## src/rtl/serial_borrow_subtractor.sv

```systemverilog
// Bit-serial A - B - Bin, LSB first through one borrow flop; WIDTH cycles from accept to out_valid.
// Holds result and out_valid while out_ready is low; in_ready is high only when idle.
module serial_borrow_subtractor #(
   parameter int WIDTH = 8
) (
   input  logic             clk,
   input  logic             rst,
   input  logic             in_valid,
   output logic             in_ready,
   input  logic [WIDTH-1:0] a,
   input  logic [WIDTH-1:0] b,
   input  logic             bin,
   output logic             out_valid,
   input  logic             out_ready,
   output logic [WIDTH-1:0] diff,
   output logic             bout,
   output logic             ovf
);

   localparam int CW = (WIDTH > 1) ? $clog2(WIDTH) : 1;
   localparam logic [CW-1:0] LAST = CW'(WIDTH - 1);

   typedef enum logic [1:0] {IDLE, RUN, DONE} state_t;

   state_t           state_q, state_d;
   logic [WIDTH-1:0] a_sr, b_sr, res_sr;
   logic             br;
   logic             a_msb, b_msb;
   logic [CW-1:0]    cnt;

   logic             a_bit, b_bit, d_bit, br_nxt, last;
   logic [WIDTH-1:0] res_nxt;

   // One full-subtractor slice operating on the current LSBs.
   always_comb begin
      a_bit   = a_sr[0];
      b_bit   = b_sr[0];
      d_bit   = a_bit ^ b_bit ^ br;
      br_nxt  = (~a_bit & b_bit) | (~(a_bit ^ b_bit) & br);
      res_nxt = {d_bit, res_sr[WIDTH-1:1]};
      last    = (cnt == LAST);
   end

   always_ff @(posedge clk or posedge rst) begin
      if (rst) state_q <= IDLE;
      else     state_q <= state_d;
   end

   always_comb begin
      state_d   = state_q;
      in_ready  = 1'b0;
      out_valid = 1'b0;
      case (state_q)
         IDLE: begin
            in_ready = 1'b1;
            if (in_valid) state_d = RUN;
         end
         RUN: begin
            if (last) state_d = DONE;
         end
         DONE: begin
            out_valid = 1'b1;
            if (out_ready) state_d = IDLE;
         end
         default: state_d = IDLE;
      endcase
   end

   always_ff @(posedge clk or posedge rst) begin
      if (rst) begin
         a_sr   <= '0;
         b_sr   <= '0;
         res_sr <= '0;
         br     <= 1'b0;
         a_msb  <= 1'b0;
         b_msb  <= 1'b0;
         cnt    <= '0;
         diff   <= '0;
         bout   <= 1'b0;
         ovf    <= 1'b0;
      end else begin
         case (state_q)
            IDLE: begin
               if (in_valid) begin
                  a_sr  <= a;
                  b_sr  <= b;
                  br    <= bin;
                  a_msb <= a[WIDTH-1];
                  b_msb <= b[WIDTH-1];
                  cnt   <= '0;
               end
            end
            RUN: begin
               a_sr   <= {1'b0, a_sr[WIDTH-1:1]};
               b_sr   <= {1'b0, b_sr[WIDTH-1:1]};
               res_sr <= res_nxt;
               br     <= br_nxt;
               cnt    <= cnt + CW'(1);
               // Signed overflow: operand signs differ and result sign departs from the minuend.
               if (last) begin
                  diff <= res_nxt;
                  bout <= br_nxt;
                  ovf  <= (a_msb != b_msb) & (res_nxt[WIDTH-1] != a_msb);
               end
            end
            default: ;
         endcase
      end
   end

endmodule

```

## config.mk

```make
export PLATFORM = sky130hd
export DESIGN_NAME = serial_borrow_subtractor
export DESIGN_NICKNAME = d
export VERILOG_FILES = /design/src/rtl/serial_borrow_subtractor.sv
export SDC_FILE = /design/constraint.sdc
export NUM_CORES = 1
export LEC_CHECK = 0
export CAP_MARGIN = 20
export CORE_MARGIN = 2
export CORE_UTILIZATION = 41
export DETAILED_ROUTE_END_ITERATION = 16
export PLACE_DENSITY_LB_ADDON = 0.12
export SLEW_MARGIN = 20
export SYNTH_ARGS = -nofsm -noshare
export SYNTH_HDL_FRONTEND = slang
export SYNTH_SLANG_ARGS = --single-unit
export TNS_END_PERCENT = 100
```

## constraint.sdc

```tcl
create_clock -name clk -period 1.8 [get_ports clk]
set_input_delay 0.36 -clock clk [delete_from_list [all_inputs] [get_ports clk]]
set_output_delay 0.36 -clock clk [all_outputs]
set_load 0.03 [all_outputs]
```

## After elaboration in Yosys (flattened, before gate mapping)

Index checks and enable logic that the tools add are counted.

| word-level totals | value |
|---|---|
| output and inout bits | 12 |
| latch bits | 0 |
| flip-flop bits (word level) | 42 |
| ROM bits | 0 |
| RAM bits | 0 |
| memories kept | 0 |
| logic and storage cells | 48 |

| cells by class | value |
|---|---|
| $mul | 0 |
| bitwise gates (word level) | 8 |
| add/subtract/negate cells | 1 |
| reduce and logical (&&, ||, !) cells | 6 |
| shift-type cells | 0 |
| eq/ne operators | 8 |
| multiplexer cells | 14 |
| $lt $le $gt $ge | 0 |
| divide/modulo/power cells | 0 |

Operators with widths:

| cell | count |
|---|---|
| 8-bit one-hot mux with 2 select lines | 2 |
| 8-bit 2-to-1 mux | 2 |
| 2-bit 2-to-1 mux | 3 |
| 2-bit != test, second input constant | 3 |
| 2-bit one-hot mux with 3 select lines | 1 |
| 3-bit one-hot mux with 2 select lines | 1 |
| 2-bit AND reduction | 3 |
| 3-bit by 1-bit adder with 3-bit output, second input constant | 1 |
| 1-bit AND | 3 |
| 3-bit == test, second input constant | 1 |
| 1-bit 2-to-1 mux | 3 |
| 3-bit 2-to-1 mux | 1 |
| 3-bit AND reduction | 1 |
| 2-bit by 1-bit == test with 1-bit output, second input constant | 1 |
| 2-bit == test, second input constant | 1 |
| 2-bit logical NOT | 1 |
| 1-bit != test | 2 |
| 1-bit NOT | 2 |
| 1-bit one-hot mux with 2 select lines | 1 |
| 2-bit nonzero test | 1 |
| 1-bit XOR | 2 |
| 1-bit OR | 1 |

## Longest topological paths before layout

| logic depth | value |
|---|---|
| word-level depth | 5 |
| gate-level depth with buffers | 6 |

## Least setup slack after synthesis

Ideal clock, no wire load.

| timing path | value |
|---|---|
| path type | reg-to-reg |
| start | reg cnt[0] |
| end | reg diff[0] |
| period minus slack after synthesis | 1.544 ns |
| required time | 1.672 ns |
| buffers on the path | 1 |
| setup time | 0.128 ns |
| stages on the path, launching flop included | 6 |
| slack | 0.256 ns |
| arrival | 1.416 ns |
| cell sequence | dfrtp_1 > ha_1 > ha_1 > nand3b_1 > buf_2 > mux2_1 |

| on the way | value |
|---|---|
| cells in the longest elaborated chain, start to end | 2 |

RTL lines:

| what | RTL line | source |
|---|---|---|
| from (decl) | 29 | `logic [CW-1:0] cnt;` |
| from (signal assigned) | 98 | `cnt <= cnt + CW'(1);` |
| 3-bit == test | 41 | `last = (cnt == LAST);` |
| 2-bit AND reduction (no line) | - |  |
| to (signal assigned) | 101 | `diff <= res_nxt;` |
| to (decl) | 15 | `output logic [WIDTH-1:0] diff,` |

Every way passes these cells.
A chain may end at the register's enable or synchronous reset.

## Final worst setup path

| timing path | value |
|---|---|
| start | reg diff[5] |
| end | out diff[5] |

No word-level cell between the ends.

==> flow_summary.toml <==
[setup_path]
slowest_delay_ns = 0.68
crit_fanout = 2
crit_arrival_ns = 1.33
critPathTopFamily = "buffers and inverters"
crit_buf_inv = 1
crit_slowest_cell = "clkdlybuf4s50_1"
critical_path_class = "reg -> out"
cp-start-kind = "register"
cp-end-kind = "primary output"
crit_chain = "clkdlybuf4s50_1"
worstPathRequired_ns = 1.44

[floorplanning]
die_area_mm2 = 0.00509
dieHeight_um = 71.3
die_w_um = 71.3
ios = 33
start_util_pct = 42.7
rows = 24
core_mm2 = 0.00435

[drt]
ant_nets = 0
vias = 1456
first_pass_iters = 4
viasPerCell = 5.43
m1WireLength_um = 2010
wl_per_cell_um = 15.6
dr_wl_met2_um = 1930
wl_met3_um = 203
drcViolationCount = 0
dr.max_layer_used = "met4"
initialDrtViolationCount = 119
routed_wl_um = 4170

[timing]
slew_headroom_pct = 72.3
drv_slew = 0
max_freq_mhz = 591
rsz0062_at_grt = "false"
worst_pin_slew_ns = 0.415
fin_tns_setup_ns = 0
post-route-min-period_ns = 1.69
finalCritPeriodShare_pct = 94.1
fin_hold_ws_ns = 0.416
fin_worst_skew_ns = 0.00766
setup_violations = 0
hold_viol = 0

[final_layout]
fin_nets = 239
fin_cells = 268
layout_commonest_cell = "dfrtp_1"
final_cell_mix = "41 x dfrtp_1, 30 x clkdlybuf4s50_1, 26 x nand2_1, 20 x o21ai_0, 18 x nor2b_1"
n_fill_cell = 380
syn2layout_area_growth_pct = 28.7
antennaDiodeCount = 0
drive_above_1_share_pct = 9.72
fin_util_pct = 55.0

[clocking]
cts_sinks = 41
htreeDepth = 2
cts_resized = 0
cts_root_buf = "clkbuf_8"
clkLatencyLatePin_ns = 0.30
postCtsSetupRepairBufs = 0
clockBufferDepth = 2
numCtsBuffers = 5
cts_tree = "yes"
cts_hold_buf = 0
clk_pin_slew_worst_paths_ns = 0.08

[placement]
gp_congestion = 0.755
numPortBuffers = 32
dp_cells = 260
place_hpwl_um = 2740

[power]
swShare_pct = 35.7
internal-power_mw = 2.59
power_leakage_nw = 1.07
total_power_mw = 4.02
p_per_area_mw_per_mm2 = 1680
combPwrFrac_pct = 38.9
peakVddDrop_uv = 827
p_sw_mw = 1.43
pwr-share-seq_pct = 39.3
p_clk_share_pct = 21.7

[yosys]
ys_warn_count = 0
synth.cell_area_mm2 = 0.00186
syn-instance-count = 180
yosysSeqAreaShare_pct = 55.2
synthDistinctLibCells = 24
yosys_register_bits = 41
synth_area_per_cell_um2 = 10.3
synth_fp_nets = 204

[status]
status = "complete, no violations"

[grt]
grt_use_total_pct = 18.2
grt_pass1_vias = 1504
grt_pass1_wl_um = 7190
grt_max_degree = 42
grt_overflow_total = 0
antenna_found_initial = 0

[job]
cap_violations = 0

[hold_path]
holdCritPathClass = "in -> async"
-- state kept, by name, summed over array words and instances (netlist names) --
name     count
b_msb        1
ovf          1
br           1
b_sr         8
res_sr       7
cnt          3
bout         1
diff         8
state_q      2
a_msb        1
a_sr         8
-- power groups by stage --
| stage | registers [mW] | clock network, mW | logic, mW |
|---|---|---|---|
| after floorplan | 1.71 | 0 | 0.885 |
| after global placement | 1.57 | 0 | 1.51 |
| after detailed placement | 1.60 | 0 | 1.58 |
| after CTS | 1.58 | 0.891 | 1.58 |
| after global routing | 1.65 | 0.935 | 1.74 |
| final | 1.58 | 0.874 | 1.56 |
-- cells in the mapped netlist, drive strengths merged --
master | count | area, µm²
a22o | 2 | 17.5
dfrtp | 41 | 1030
and2b | 1 | 7.51
nor3b | 1 | 7.51
nor2 | 2 | 7.51
nor2b | 18 | 113
fa | 1 | 20.0
ha | 2 | 25.0
a21oi | 16 | 80.1
nand2 | 26 | 97.6
o21bai | 1 | 7.51
buf | 7 | 33.8
mux2i | 1 | 10.0
nand2b | 2 | 12.5
inv | 5 | 18.8
a22oi | 14 | 105
clkbuf | 5 | 18.8
a2bb2oi | 3 | 26.3
nand3b | 1 | 7.51
mux2 | 10 | 113
o21ai | 21 | 105
-- logic make-up (layout without fill, tap and decap cells) --
| family | count (synthesis) | after routing | synth area share (%) |
|---|---|---|---|
| buffers and inverters | 17 | 53 | 3.84 |
| AO/OA/AOI/OAI | 57 | 57 | 18.4 |
| AND/OR/NAND/NOR | 51 | 51 | 13.6 |
| multiplexers | 11 | 11 | 6.60 |
| flip-flops | 41 | 41 | 55.2 |
| adder cells (fa/ha/maj) | 3 | 3 | 2.42 |
-- worst paths after layout --
check / startpoint / endpoint / slack (ns) / cells after the start
hold / removal: rst / diff[0] / 0.42 / 3
hold reg to reg: res_sr[1] / res_sr[1] / 0.48 / 2
setup reg to reg: cnt[0] / diff[3] / 0.26 / 5
max in group asynchronous: rst / state_q[0] / 1.17 / 3
setup / recovery: diff[5] / diff[5] / 0.11 / 1
min in group clk: res_sr[1] / res_sr[1] / 0.48 / 2
-- layout make-up --
| type | instances | area, µm² | area share (%) |
|---|---|---|---|
| Multi-Input combinational cell | 122 | 762 | 31.8 |
| Timing Repair Buffer | 40 | 388 | 16.2 |
| Tap cell | 52 | 65.1 | 2.72 |
| Clock buffer | 5 | 68.8 | 2.88 |
| Clock inverter | 3 | 65.1 | 2.72 |
| Sequential cell | 41 | 1030 | 42.9 |
| Inverter | 5 | 18.8 | 0.784 |
-- routing by layer --
layer / vias up / track usage [%]
li1: 689 / -
met1: 725 / 25.3
met2: 38 / 27.7
met3: 4 / 3.94
met4: 0 / 7.97
met5: - / 0
-- stage by stage --
step                instance area (µm²)  setup WS, ns
finish                             2390         0.107
global route                       2390        0.0262
CTS                                2390        0.0975
detailed placement                 2260         0.120
global placement                   2260         0.147
floorplan                          1860         0.256
Power figures use the tool's default switching activity.
